<file path="src/rtl/return_desk_pkg.sv">
// Shared types and constants for the return desk controller.
// Optional lockout feature is selected with RETURN_DESK_LOCKOUT_EN.
package return_desk_pkg;

  // Controller states; ST_LOCKED is only reachable in the lockout build.
  typedef enum logic [2:0] {
    ST_IDLE   = 3'd0,
    ST_EVAL   = 3'd1,
    ST_DONE   = 3'd2,
    ST_ALARM  = 3'd3,
    ST_LOCKED = 3'd4
  } state_t;

  // Bit positions inside the 3-bit {U,P,C} code.
  localparam int U_BIT = 2;
  localparam int P_BIT = 1;
  localparam int C_BIT = 0;

  localparam int DEFAULT_CNT_W        = 8;
  localparam int DEFAULT_LOCK_STRIKES = 3;

endpackage

</file>
<file path="src/rtl/return_desk_ctrl_if.sv">
// Front-end / display bundle for the return desk controller.
//
// Handshake: an item transfers on a rising clk edge where item_valid and
// item_ready are both high. The source holds item_valid, upc and mark
// stable until that edge; item_valid while item_ready is low has no effect.
interface return_desk_ctrl_if
  import return_desk_pkg::*;
#(
  parameter int CNT_W = DEFAULT_CNT_W
);
  logic             item_valid;
  logic             item_ready;
  logic [2:0]       upc;
  logic             mark;
  logic             alarm_ack;
  logic             item_done;
  logic             discounted;
  logic             alarm;
  logic             locked;
  logic [CNT_W-1:0] item_count;
  logic [CNT_W-1:0] discount_count;
  logic [CNT_W-1:0] strike_count;

  // Scanner/switch side.
  modport master (
    output item_valid, upc, mark, alarm_ack,
    input  item_ready, item_done, discounted, alarm, locked,
    input  item_count, discount_count, strike_count
  );

  // Controller side.
  modport slave (
    input  item_valid, upc, mark, alarm_ack,
    output item_ready, item_done, discounted, alarm, locked,
    output item_count, discount_count, strike_count
  );
endinterface

</file>
<file path="src/rtl/return_desk_ctrl_upc_classifier.sv">
// Pure combinational classification of a captured item code and mark.
module upc_classifier (
  input  logic u,
  input  logic p,
  input  logic c,
  input  logic m,
  output logic discount,
  output logic stolen
);

  // Discount when the P bit is set or both U and C are set; stolen when an
  // unmarked item lacks the codes that prove it was sold.
  always_comb begin
    discount = p | (u & c);
    stolen   = (~p & ~c & ~m) | (u & ~p & ~m);
  end

endmodule

</file>
<file path="src/rtl/return_desk_ctrl.sv">
// Return desk sequencing controller: accepts one item at a time, classifies
// it, then completes the return or holds a theft alarm until acknowledged.
// Define RETURN_DESK_LOCKOUT_EN to lock the desk after enough strikes.
module return_desk_ctrl
  import return_desk_pkg::*;
#(
  parameter int CNT_W = DEFAULT_CNT_W
`ifdef RETURN_DESK_LOCKOUT_EN
  , parameter int LOCK_STRIKES = DEFAULT_LOCK_STRIKES
`endif
) (
  input  logic               clk,
  input  logic               reset_n,
  return_desk_ctrl_if.slave  bus,
  output state_t             state_dbg
);

  state_t           state;
  logic [2:0]       upc_q;
  logic             mark_q;
  logic             ready_q;
  logic             done_q;
  logic             disc_q;
  logic             alarm_q;
  logic             locked_q;
  logic [CNT_W-1:0] item_q;
  logic [CNT_W-1:0] disc_cnt_q;
  logic [CNT_W-1:0] strike_q;
  logic             cls_discount;
  logic             cls_stolen;

  // Counters stick at all-ones instead of wrapping.
  function automatic logic [CNT_W-1:0] sat_inc(input logic [CNT_W-1:0] v);
    return (v == '1) ? v : v + CNT_W'(1);
  endfunction

  // Classification works only on the captured code, never on live inputs.
  upc_classifier u_classifier (
    .u        (upc_q[U_BIT]),
    .p        (upc_q[P_BIT]),
    .c        (upc_q[C_BIT]),
    .m        (mark_q),
    .discount (cls_discount),
    .stolen   (cls_stolen)
  );

  // Main sequencer with all outputs registered alongside the state.
  always_ff @(posedge clk or negedge reset_n) begin
    if (!reset_n) begin
      state      <= ST_IDLE;
      upc_q      <= '0;
      mark_q     <= 1'b0;
      ready_q    <= 1'b1;
      done_q     <= 1'b0;
      disc_q     <= 1'b0;
      alarm_q    <= 1'b0;
      locked_q   <= 1'b0;
      item_q     <= '0;
      disc_cnt_q <= '0;
      strike_q   <= '0;
    end else begin
      done_q <= 1'b0;
      disc_q <= 1'b0;
      case (state)
        ST_IDLE: begin
          if (bus.item_valid) begin
            upc_q   <= bus.upc;
            mark_q  <= bus.mark;
            ready_q <= 1'b0;
            state   <= ST_EVAL;
          end
        end
        ST_EVAL: begin
          item_q <= sat_inc(item_q);
          if (cls_discount) disc_cnt_q <= sat_inc(disc_cnt_q);
          if (cls_stolen) begin
            strike_q <= sat_inc(strike_q);
            alarm_q  <= 1'b1;
            state    <= ST_ALARM;
          end else begin
            done_q <= 1'b1;
            disc_q <= cls_discount;
            state  <= ST_DONE;
          end
        end
        ST_DONE: begin
          ready_q <= 1'b1;
          state   <= ST_IDLE;
        end
        ST_ALARM: begin
          if (bus.alarm_ack) begin
            alarm_q <= 1'b0;
`ifdef RETURN_DESK_LOCKOUT_EN
            if (32'(strike_q) >= LOCK_STRIKES) begin
              locked_q <= 1'b1;
              state    <= ST_LOCKED;
            end else begin
              ready_q <= 1'b1;
              state   <= ST_IDLE;
            end
`else
            ready_q <= 1'b1;
            state   <= ST_IDLE;
`endif
          end
        end
`ifdef RETURN_DESK_LOCKOUT_EN
        ST_LOCKED: begin
          ready_q  <= 1'b0;
          locked_q <= 1'b1;
        end
`endif
        default: begin
          ready_q <= 1'b1;
          alarm_q <= 1'b0;
          state   <= ST_IDLE;
        end
      endcase
    end
  end

  assign bus.item_ready     = ready_q;
  assign bus.item_done      = done_q;
  assign bus.discounted     = disc_q;
  assign bus.alarm          = alarm_q;
`ifdef RETURN_DESK_LOCKOUT_EN
  assign bus.locked         = locked_q;
`else
  assign bus.locked         = 1'b0;
`endif
  assign bus.item_count     = item_q;
  assign bus.discount_count = disc_cnt_q;
  assign bus.strike_count   = strike_q;
  assign state_dbg          = state;

`ifndef RETURN_DESK_LOCKOUT_EN
  // locked_q only carries meaning in the lockout build.
  logic unused_locked;
  assign unused_locked = locked_q;
`endif

endmodule

</file>
<file path="src/flat_wrapper.sv">
// flat-port wrapper written by rule: the top's interface ports become plain ports
module return_desk_ctrl_flat import return_desk_pkg::*;
#(
  parameter int CNT_W = DEFAULT_CNT_W

)
  (clk, reset_n, state_dbg, bus_item_valid, bus_upc, bus_mark, bus_alarm_ack, bus_item_ready, bus_item_done, bus_discounted, bus_alarm, bus_locked, bus_item_count, bus_discount_count, bus_strike_count);
  return_desk_ctrl_if #(.CNT_W(CNT_W)) bus_i ();
  input  logic clk;
  input  logic reset_n;
  output state_t state_dbg;
  input wire logic [$bits(bus_i.item_valid)-1:0] bus_item_valid;
  input wire logic [$bits(bus_i.upc)-1:0] bus_upc;
  input wire logic [$bits(bus_i.mark)-1:0] bus_mark;
  input wire logic [$bits(bus_i.alarm_ack)-1:0] bus_alarm_ack;
  output wire logic [$bits(bus_i.item_ready)-1:0] bus_item_ready;
  output wire logic [$bits(bus_i.item_done)-1:0] bus_item_done;
  output wire logic [$bits(bus_i.discounted)-1:0] bus_discounted;
  output wire logic [$bits(bus_i.alarm)-1:0] bus_alarm;
  output wire logic [$bits(bus_i.locked)-1:0] bus_locked;
  output wire logic [$bits(bus_i.item_count)-1:0] bus_item_count;
  output wire logic [$bits(bus_i.discount_count)-1:0] bus_discount_count;
  output wire logic [$bits(bus_i.strike_count)-1:0] bus_strike_count;
  assign bus_i.item_valid = bus_item_valid;
  assign bus_i.upc = bus_upc;
  assign bus_i.mark = bus_mark;
  assign bus_i.alarm_ack = bus_alarm_ack;
  assign bus_item_ready = bus_i.item_ready;
  assign bus_item_done = bus_i.item_done;
  assign bus_discounted = bus_i.discounted;
  assign bus_alarm = bus_i.alarm;
  assign bus_locked = bus_i.locked;
  assign bus_item_count = bus_i.item_count;
  assign bus_discount_count = bus_i.discount_count;
  assign bus_strike_count = bus_i.strike_count;
  return_desk_ctrl #(.CNT_W(CNT_W)) u_core (.clk(clk), .reset_n(reset_n), .bus(bus_i), .state_dbg(state_dbg));
endmodule
</file>
<file path="config.mk">
export PLATFORM = sky130hd
export DESIGN_NAME = return_desk_ctrl_flat
export DESIGN_NICKNAME = d
export VERILOG_FILES = /design/src/rtl/return_desk_pkg.sv /design/src/rtl/return_desk_ctrl_if.sv /design/src/rtl/return_desk_ctrl_upc_classifier.sv /design/src/rtl/return_desk_ctrl.sv /design/src/flat_wrapper.sv
export SDC_FILE = /design/constraint.sdc
export NUM_CORES = 1
export LEC_CHECK = 0
export CELL_PAD_IN_SITES_DETAIL_PLACEMENT = 1
export CELL_PAD_IN_SITES_GLOBAL_PLACEMENT = 2
export CORE_MARGIN = 2
export CORE_UTILIZATION = 31
export CTS_CLUSTER_DIAMETER = 30
export CTS_CLUSTER_SIZE = 30
export DETAILED_ROUTE_END_ITERATION = 10
export MAX_ROUTING_LAYER = met4
export PLACE_DENSITY = 0.74
export SKIP_CTS_REPAIR_TIMING = 1
export SYNTH_ARGS = -nofsm -noshare
export SYNTH_HDL_FRONTEND = slang
export SYNTH_SLANG_ARGS = --single-unit
export TNS_END_PERCENT = 5
</file>
<file path="constraint.sdc">
create_clock -name clk -period 2.42 [get_ports clk]
set_clock_uncertainty 0.15 [all_clocks]
set_input_delay 0.363 -clock clk [delete_from_list [all_inputs] [get_ports clk]]
set_output_delay 0.363 -clock clk [all_outputs]
set_load 0.02 [all_outputs]
</file>
* Word level (Yosys, flattened, before mapping)
Index checks and enable logic that the tools add are counted.
** Storage, ports and cells
- Flip-flop bits (word level) :: 35
- Input bits :: 8
** Operators by class
- Add/subtract/negate cells :: 3
- Equality and inequality tests :: 9
- Mux-type cells :: 14
- Bitwise logic cells :: 15
- Reduce and logical (&&, ||, !) cells :: 9
** Operators by type and width (number)
- adder 8 x 1 -> 8 bit (second input constant) :: 3
- == test 8 bit (second input constant) :: 3
- AND reduction 3 bit :: 4
- two-way mux 1 bit :: 9
- one-hot mux 3 bit (3 select lines) :: 1
- NOT 1 bit :: 8
- == test 3 x 2 -> 1 bit (second input constant) :: 2
- two-way mux 3 bit :: 2
- one-hot mux 1 bit (3 select lines) :: 2
- AND reduction 2 bit :: 3
- bitwise AND 1 bit :: 5
- inequality test 2 bit (second input constant) :: 2
- == test 3 x 1 -> 1 bit (second input constant) :: 1
- logical NOT 3 bit :: 1
- inequality test 2 x 1 -> 1 bit (second input constant) :: 1
- bitwise OR 1 bit :: 2
- OR reduction 2 bit :: 1

* Longest topological paths before layout
Gate-level depths: netlist (run 1).
- Depth in word-level cells :: 6
- Mapped depth :: 5

* Cells and area by module
From an unflattened synthesis (run 1), not the netlist that was laid out.
** Unflattened totals
- Cells, all modules :: 139
- Area, all modules :: 1552.7 µm²
** By module, submodules not included
- return_desk_ctrl :: instances 1, cells an instance 136, area an instance 1527.7 µm², sequential area each 852.1 µm²
- upc_classifier :: instances 1, cells an instance 3, area an instance 25.0 µm², sequential area each 0.0 µm²

* Least setup slack after synthesis (run 1)
OpenSTA, ideal clock, no wires.
- Path type :: flip-flop to flip-flop
- Start :: reg u_core.strike_q[0], in the netlist u_core.bus.strike_count[0]
- End :: reg u_core.strike_q[1], in the netlist u_core.bus.strike_count[1]
- Setup time :: 0.125 ns
- Arrival :: 1.525 ns
- Data required time :: 2.145 ns
- Setup slack :: 0.620 ns
- Stages on the path, launching flop included :: 6
- Clock period less this slack :: 1.800 ns
- Path through :: dfrtp_1 -> ha_1 -> nand3_1 -> nand2b_1 -> nor2b_1 -> mux2_2
** Between the ends
- Word-level cells in the longest chain between the ends :: 3
- Elaborated cells between the ends (all ways) :: 4
** RTL lines
- start, declared :: line return_desk_ctrl.sv:28 : logic [CNT_W-1:0] strike_q;
- start signal, assigned :: line return_desk_ctrl.sv:77 : strike_q <= sat_inc(strike_q);
- branches (longest 3 deep; another with adder 8 x 1 -> 8 bit)
Several ways; the timed one is not identified.
A chain may end at the register's enable or synchronous reset.

* Final worst setup path (run 1)
- Start :: reg u_core.ready_q, in the netlist u_core.bus.item_ready
- End :: out bus_item_ready
** RTL lines
- start, declared :: line return_desk_ctrl.sv:21 : logic ready_q;
- start signal, assigned :: line return_desk_ctrl.sv:53 : ready_q <= 1'b1;
- start signal, assigned :: line return_desk_ctrl.sv:69 : ready_q <= 1'b0;
- start signal, assigned :: line return_desk_ctrl.sv:87 : ready_q <= 1'b1;
- end, declared :: line flat_wrapper.sv:16 : output wire logic [$bits(bus_i.item_ready)-1:0] bus_item_ready;
No word-level cell between the ends.

==> flow_summary.json, run 1 <==
{
  "path_cells": "clkdlybuf4s50_1",
  "synth.mux.area_fraction_pct": 8.110,
  "synth_xor_area_share_pct": 6.963,
  "critPathLaunch": "u_core.bus.item_ready",
  "synth_top_cell_by_area": "dfrtp_1",
  "num_antenna_cells": 0,
  "p_leak_nw": 0.9567,
  "worstSetupPathType": "flop to primary output",
  "setup_viol": 0,
  "fin_crit_sh_pct": 80.14,
  "cp.arrival_ps": 1430,
  "vias": 1236,
  "die-area_mm2": 0.005872,
  "syn_area_mm2": 0.001635,
  "path_clk_slew_ps": 70,
  "synth_simple_gate_area_share_pct": 23.72,
  "worst_setup_path_end_kind": "primary output",
  "cts_tree": "yes",
  "wl_mm": 3.678,
  "initial_core_util_pct": 32.02,
  "synth.distinct_cells": 35,
  "required_ps": 1910,
  "ys_seq_area_share_pct": 52.10,
  "dp_slack_ps": 562.3,
  "ant_nets": 0,
  "clock-sinks": 34,
  "area_growth_pct": 33.74,
  "seq_area_um2": 852.1,
  "via_per_inst": 4.772,
  "drt_iter0_drc": 60,
  "grt_pass1_vias": 1344,
  "nNetsFinal": 199,
  "synth_top_area_share_pct": 50.50,
  "finalWeightedCongestion": 0.7962,
  "syn_inst": 143,
  "die_height_um": 76.63,
  "drt-pass1-iter-count": 3,
  "place_hpwl_mm": 2.815,
  "worst_slack_ps": 480.5,
  "cp-start-kind": "flop",
  "crit_family": "buffers and inverters",
  "grtUsageTotal_pct": 14.06,
  "finalCriticalPeriod_ps": 1939,
  "wl_per_cell_um": 14.20,
  "coreArea_mm2": 0.005107,
  "status": "finished clean",
  "clockBufferDepth": 2,
  "root_buffer": "clkbuf_8",
  "maxCapViolCount": 0,
  "final_max_slew_viol_count": 0,
  "yosysMostFrequentCell": "dfrtp_1",
  "synth_top_family_by_area": "simple AND/OR/NAND/NOR gates",
  "grt_pass1_wl_mm": 6.451,
  "rr_startpoint": "u_core.state_dbg[1]",
  "ys.flop_type": "dfrtp_1",
  "max-vdd-ir-drop_v": 0.0005890,
  "async_reset_ff_share_pct": 100.0,
  "cts-htree-levels": 2,
  "synth_common_cells": "dfrtp_1, nand2_1, nor2_1",
  "portBuffers": 37,
  "drive_gt1_share_pct": 15.34,
  "fmax_mhz": 515.6,
  "multi_input_area_um2": 760.7,
  "synth_edf_count": 0,
  "die_width_um": 76.63,
  "ys_seq_elements": 34,
  "cp_max_fo": 3,
  "avgSynthCellArea_um2": 11.44,
  "slowest_stage": "clkdlybuf4s50_1",
  "ys_warn_count": 0,
  "rsz0062_at_grt": "false",
  "drc": 0,
  "grt_overflow": 0,
  "io_pins": 40,
  "synth_compound_area_share_pct": 4.973,
  "grt_max_degree": 35,
  "antenna_found_initial": 0,
  "post-route-util_pct": 42.82,
  "max_stage_delay_ps": 600,
  "fillers": 584,
  "synthTopCellsByArea": "dfrtp_1, mux2_2, xor2_1, nand2_1, nor2_1",
  "path_buf_inv": 1,
  "hold_path.class": "primary input to async pin",
  "hold_viol": 0,
  "cts_made_buffers": 5,
  "setup_tns_ps": 0,
  "power_density_mw_per_mm2": 1206,
  "num_rows": 26,
  "yosys.area_share.adder_pct": 2.295,
  "worstSkewPairLatency_ps": 280
}
cell usage in the layout, fill, tap and decap left out, types with 3 or more instances in the layout:
| cell | n |
|---|---|
| nor3_1 | 7 |
| nor4_2 | 3 |
| nand4_1 | 3 |
| clkdlybuf4s50_1 | 37 |
| inv_1 | 3 |
| xor2_1 | 10 |
| nand2_1 | 12 |
| xnor2_1 | 3 |
| dfrtp_1 | 33 |
| nor2_1 | 11 |
| nand2b_1 | 5 |
| ha_1 | 3 |
| nand3_1 | 7 |
| a21oi_1 | 7 |
| mux2_2 | 9 |
| clkbuf_8 | 6 |
sequential cells by signal (all words and copies together) (netlist names):
name / count
u_core.bus.strike_count: 8
u_core.bus.discount_count: 8
u_core.state_dbg: 2
u_core.bus.item_ready: 1
u_core.mark_q: 1
u_core.bus.alarm: 1
u_core.bus.item_count: 8
u_core.upc_q: 3
u_core.bus.item_done: 1
u_core.bus.discounted: 1
path summary, 6_finish.rpt:
| path | endpoint | slack, ps | cells past startpoint |
|---|---|---|---|
| worst min register to register | u_core.bus.discount_count[5] | 350 | 1 |
| worst min-delay path | u_core.bus.item_count[6] | 350 | 2 |
| worst max-delay path | bus_item_ready | 480 | 1 |
| worst max register to register | u_core.bus.item_count[7] | 560 | 4 |
| max in group asynchronous | u_core.bus.item_ready | 1420 | 2 |
| min in group clk | u_core.bus.discount_count[5] | 350 | 1 |
where the power goes:
group	switching, mW	internal (mW)	total (mW)
Clock	0.200	0.232	0.432
Sequential	0.243	0.783	1.03
Combinational	0.604	0.576	1.18
area by class of cell:
class / instances / share of cell area [%]
repair buffers: 39 / 17.62
flip-flops and latches: 34 / 38.96
well taps: 70 / 4.005
clock buffers: 8 / 4.119
inverters: 3 / 0.5149
multi-input cells: 105 / 34.78
routing by layer:
metal / GRT usage [%] / vias to the layer above / part of all wire, %
li1: - / 587 / -
met1: 16.98 / 620 / 45
met2: 23.27 / 27 / 51
met3: 3.081 / 2 / 3.4
met4: 4.909 / 0 / 0.92
met5: - / - / 0
kinds of logic after synthesis:
family	Yosys count
other	1
buffers and inverters	5
XOR/XNOR	13
flip-flops	34
AO/OA/AOI/OAI	14
AND/OR/NAND/NOR	61
multiplexers	12
adder cells (fa/ha/maj)	3
per-stage QoR:
stage	total power, mW	cell area (um2)	cells	hold slack, ps
2_1_floorplan	1.685	1639	144	-82.59
3_3_place_gp	2.178	2097	251	329.4
3_5_place_dp	2.238	2097	251	342.1
4_1_cts	2.686	2187	259	354.8
5_1_grt	2.833	2187	259	376.4
6_report	2.638	2187	259	348.1
Power figures use the tool's default switching activity.
==> inputs of run 2 (changes only) <==
==> constraint.sdc (replaced) <==
create_clock -name clk -period 1.8 [get_ports clk]
set_clock_uncertainty 0.15 [all_clocks]
set_input_delay 0.27 -clock clk [delete_from_list [all_inputs] [get_ports clk]]
set_output_delay 0.27 -clock clk [all_outputs]
set_load 0.02 [all_outputs]
==> run 2 against run 1 <==
Non-clock buffer count rose by 7. Flip-flop and latch count did not move. Register-to-register slack got worse by 470 ps. Combinational power rose by 44%. Sequential power rose by 31%. First-iteration DRC count fell by 30%. Final area rose by 5.4%. Utilization rose by 2.3 points. Critical path type unchanged.
==> flow_summary.json, run 2 (synthesis results as in run 1) <==
{
  "drive_gt1_share_pct": 21.94,
  "cp.depth": 1,
  "fin_cells": 266,
  "drc": 0,
  "drt-pass1-iter-count": 4,
  "clkPwrFrac_pct": 15.7,
  "rsz0062_at_grt": "true",
  "cts_tree": "yes",
  "clock-sinks": 34,
  "grt_max_degree": 35,
  "design_power_total_mw": 3.612,
  "vias": 1255,
  "nNetsFinal": 206,
  "cts_made_buffers": 5,
  "swShare_pct": 39.15,
  "worstSetupPathType": "flop to primary output",
  "holdWs_ps": 206.8,
  "num_antenna_cells": 0,
  "final_cell_area_mm2": 0.002306,
  "cp.arrival_ps": 1320,
  "worst_setup_path_end_kind": "primary output",
  "antenna_found_initial": 0,
  "setup_tns_ps": 0,
  "path_clk_slew_ps": 70,
  "layout_commonest_cell": "dfrtp_1",
  "grt_pass1_wl_mm": 6.582,
  "worstSkewPairLatency_ps": 280,
  "wl_per_cell_um": 13.83,
  "drt_iter0_drc": 42,
  "wl_mm": 3.679,
  "coreArea_mm2": 0.005107,
  "hold_viol": 0,
  "io_pins": 40,
  "final_max_slew_viol_count": 0,
  "rr_worst_depth": 5,
  "sequentialPowerShare_pct": 37.4,
  "path_buf_inv": 1,
  "cp_max_fo": 4,
  "maxCapViolCount": 0,
  "finalCriticalPeriod_ps": 1740,
  "cts-htree-levels": 2,
  "p_sw_mw": 1.414,
  "grtUsageTotal_pct": 14.23,
  "fin_crit_sh_pct": 96.67,
  "portBuffers": 37,
  "p_leak_nw": 1.145,
  "root_buffer": "clkbuf_8",
  "max_stage_delay_ps": 630,
  "mostFrequentLayoutCells": "dfrtp_1, clkdlybuf4s50_1, nand2_1",
  "place_hpwl_mm": 2.902,
  "dp_slack_ps": 61.82,
  "path_cells": "clkdlybuf4s50_1",
  "grt_overflow": 0,
  "required_ps": 1380,
  "die-area_mm2": 0.005872,
  "crit_family": "buffers and inverters",
  "die_height_um": 76.63,
  "slowest_stage": "clkdlybuf4s50_1",
  "hold_path.class": "primary input to async pin",
  "combPwrFrac_pct": 47.0,
  "p_int_mw": 2.198,
  "max-vdd-ir-drop_v": 0.0007970,
  "status": "finished clean",
  "clockBufferDepth": 2,
  "setup_viol": 0,
  "via_per_inst": 4.718,
  "area_growth_pct": 41.01,
  "worst_slack_ps": 59.94,
  "post-route-util_pct": 45.15,
  "finalWeightedCongestion": 0.7758,
  "die_width_um": 76.63,
  "grt_pass1_vias": 1336,
  "dp.cells": 258,
  "placed_cell_area_mm2": 0.002163,
  "num_rows": 26,
  "fmax_mhz": 574.7,
  "ant_nets": 0,
  "cp-start-kind": "flop",
  "power_density_mw_per_mm2": 1566,
  "initial_core_util_pct": 32.02
}
-- run 2: changes by cell type in the layout (fill, tap and decap cells not counted), sizes merged --
cell | previous run | this run
clkdlybuf4s50 | 37 | 26
dlymetal6s2s | 0 | 11
buf | 2 | 9
clkbuf | 8 | 7
clkinv | 0 | 1
-- run 2: worst paths after layout --
| kind | slack (ps) | startpoint | to |
|---|---|---|---|
| setup / recovery | 60 | u_core.bus.strike_count[6] | bus_strike_count[6] |
| hold reg to reg | 360 | u_core.bus.strike_count[0] | u_core.bus.strike_count[0] |
| max in group asynchronous | 1040 | reset_n | u_core.bus.item_ready |
| hold / removal | 210 | reset_n | u_core.bus.strike_count[6] |
| min in group clk | 360 | u_core.bus.strike_count[0] | u_core.bus.strike_count[0] |
| setup reg to reg | 90 | u_core.state_dbg[1] | u_core.bus.discount_count[5] |
-- run 2: layer usage --
| metal | global-route usage [%] | part of all wire [%] |
|---|---|---|
| met1 | 18.25 | 45 |
| met2 | 22.39 | 49 |
| met3 | 2.370 | 3.5 |
| met4 | 6.000 | 1.8 |
| met5 | - | 0 |
-- run 2: power groups by stage --
stage	clock network [mW]	registers [mW]	logic, mW
2_1_floorplan	0	1.61	0.658
3_3_place_gp	0	1.35	1.67
3_5_place_dp	0	1.37	1.72
4_1_cts	0.595	1.36	1.73
5_1_grt	0.634	1.40	1.85
6_report	0.566	1.35	1.70
-- run 2: final cells by class --
class	instances	area [um2]
clock buffer	7	86.33
clock inverter	1	5.005
fill	574	2801
inverter	3	11.26
multi-input combinational	105	784.5
sequential	34	853.3
tap	70	87.58
timing repair buffer	46	478.0
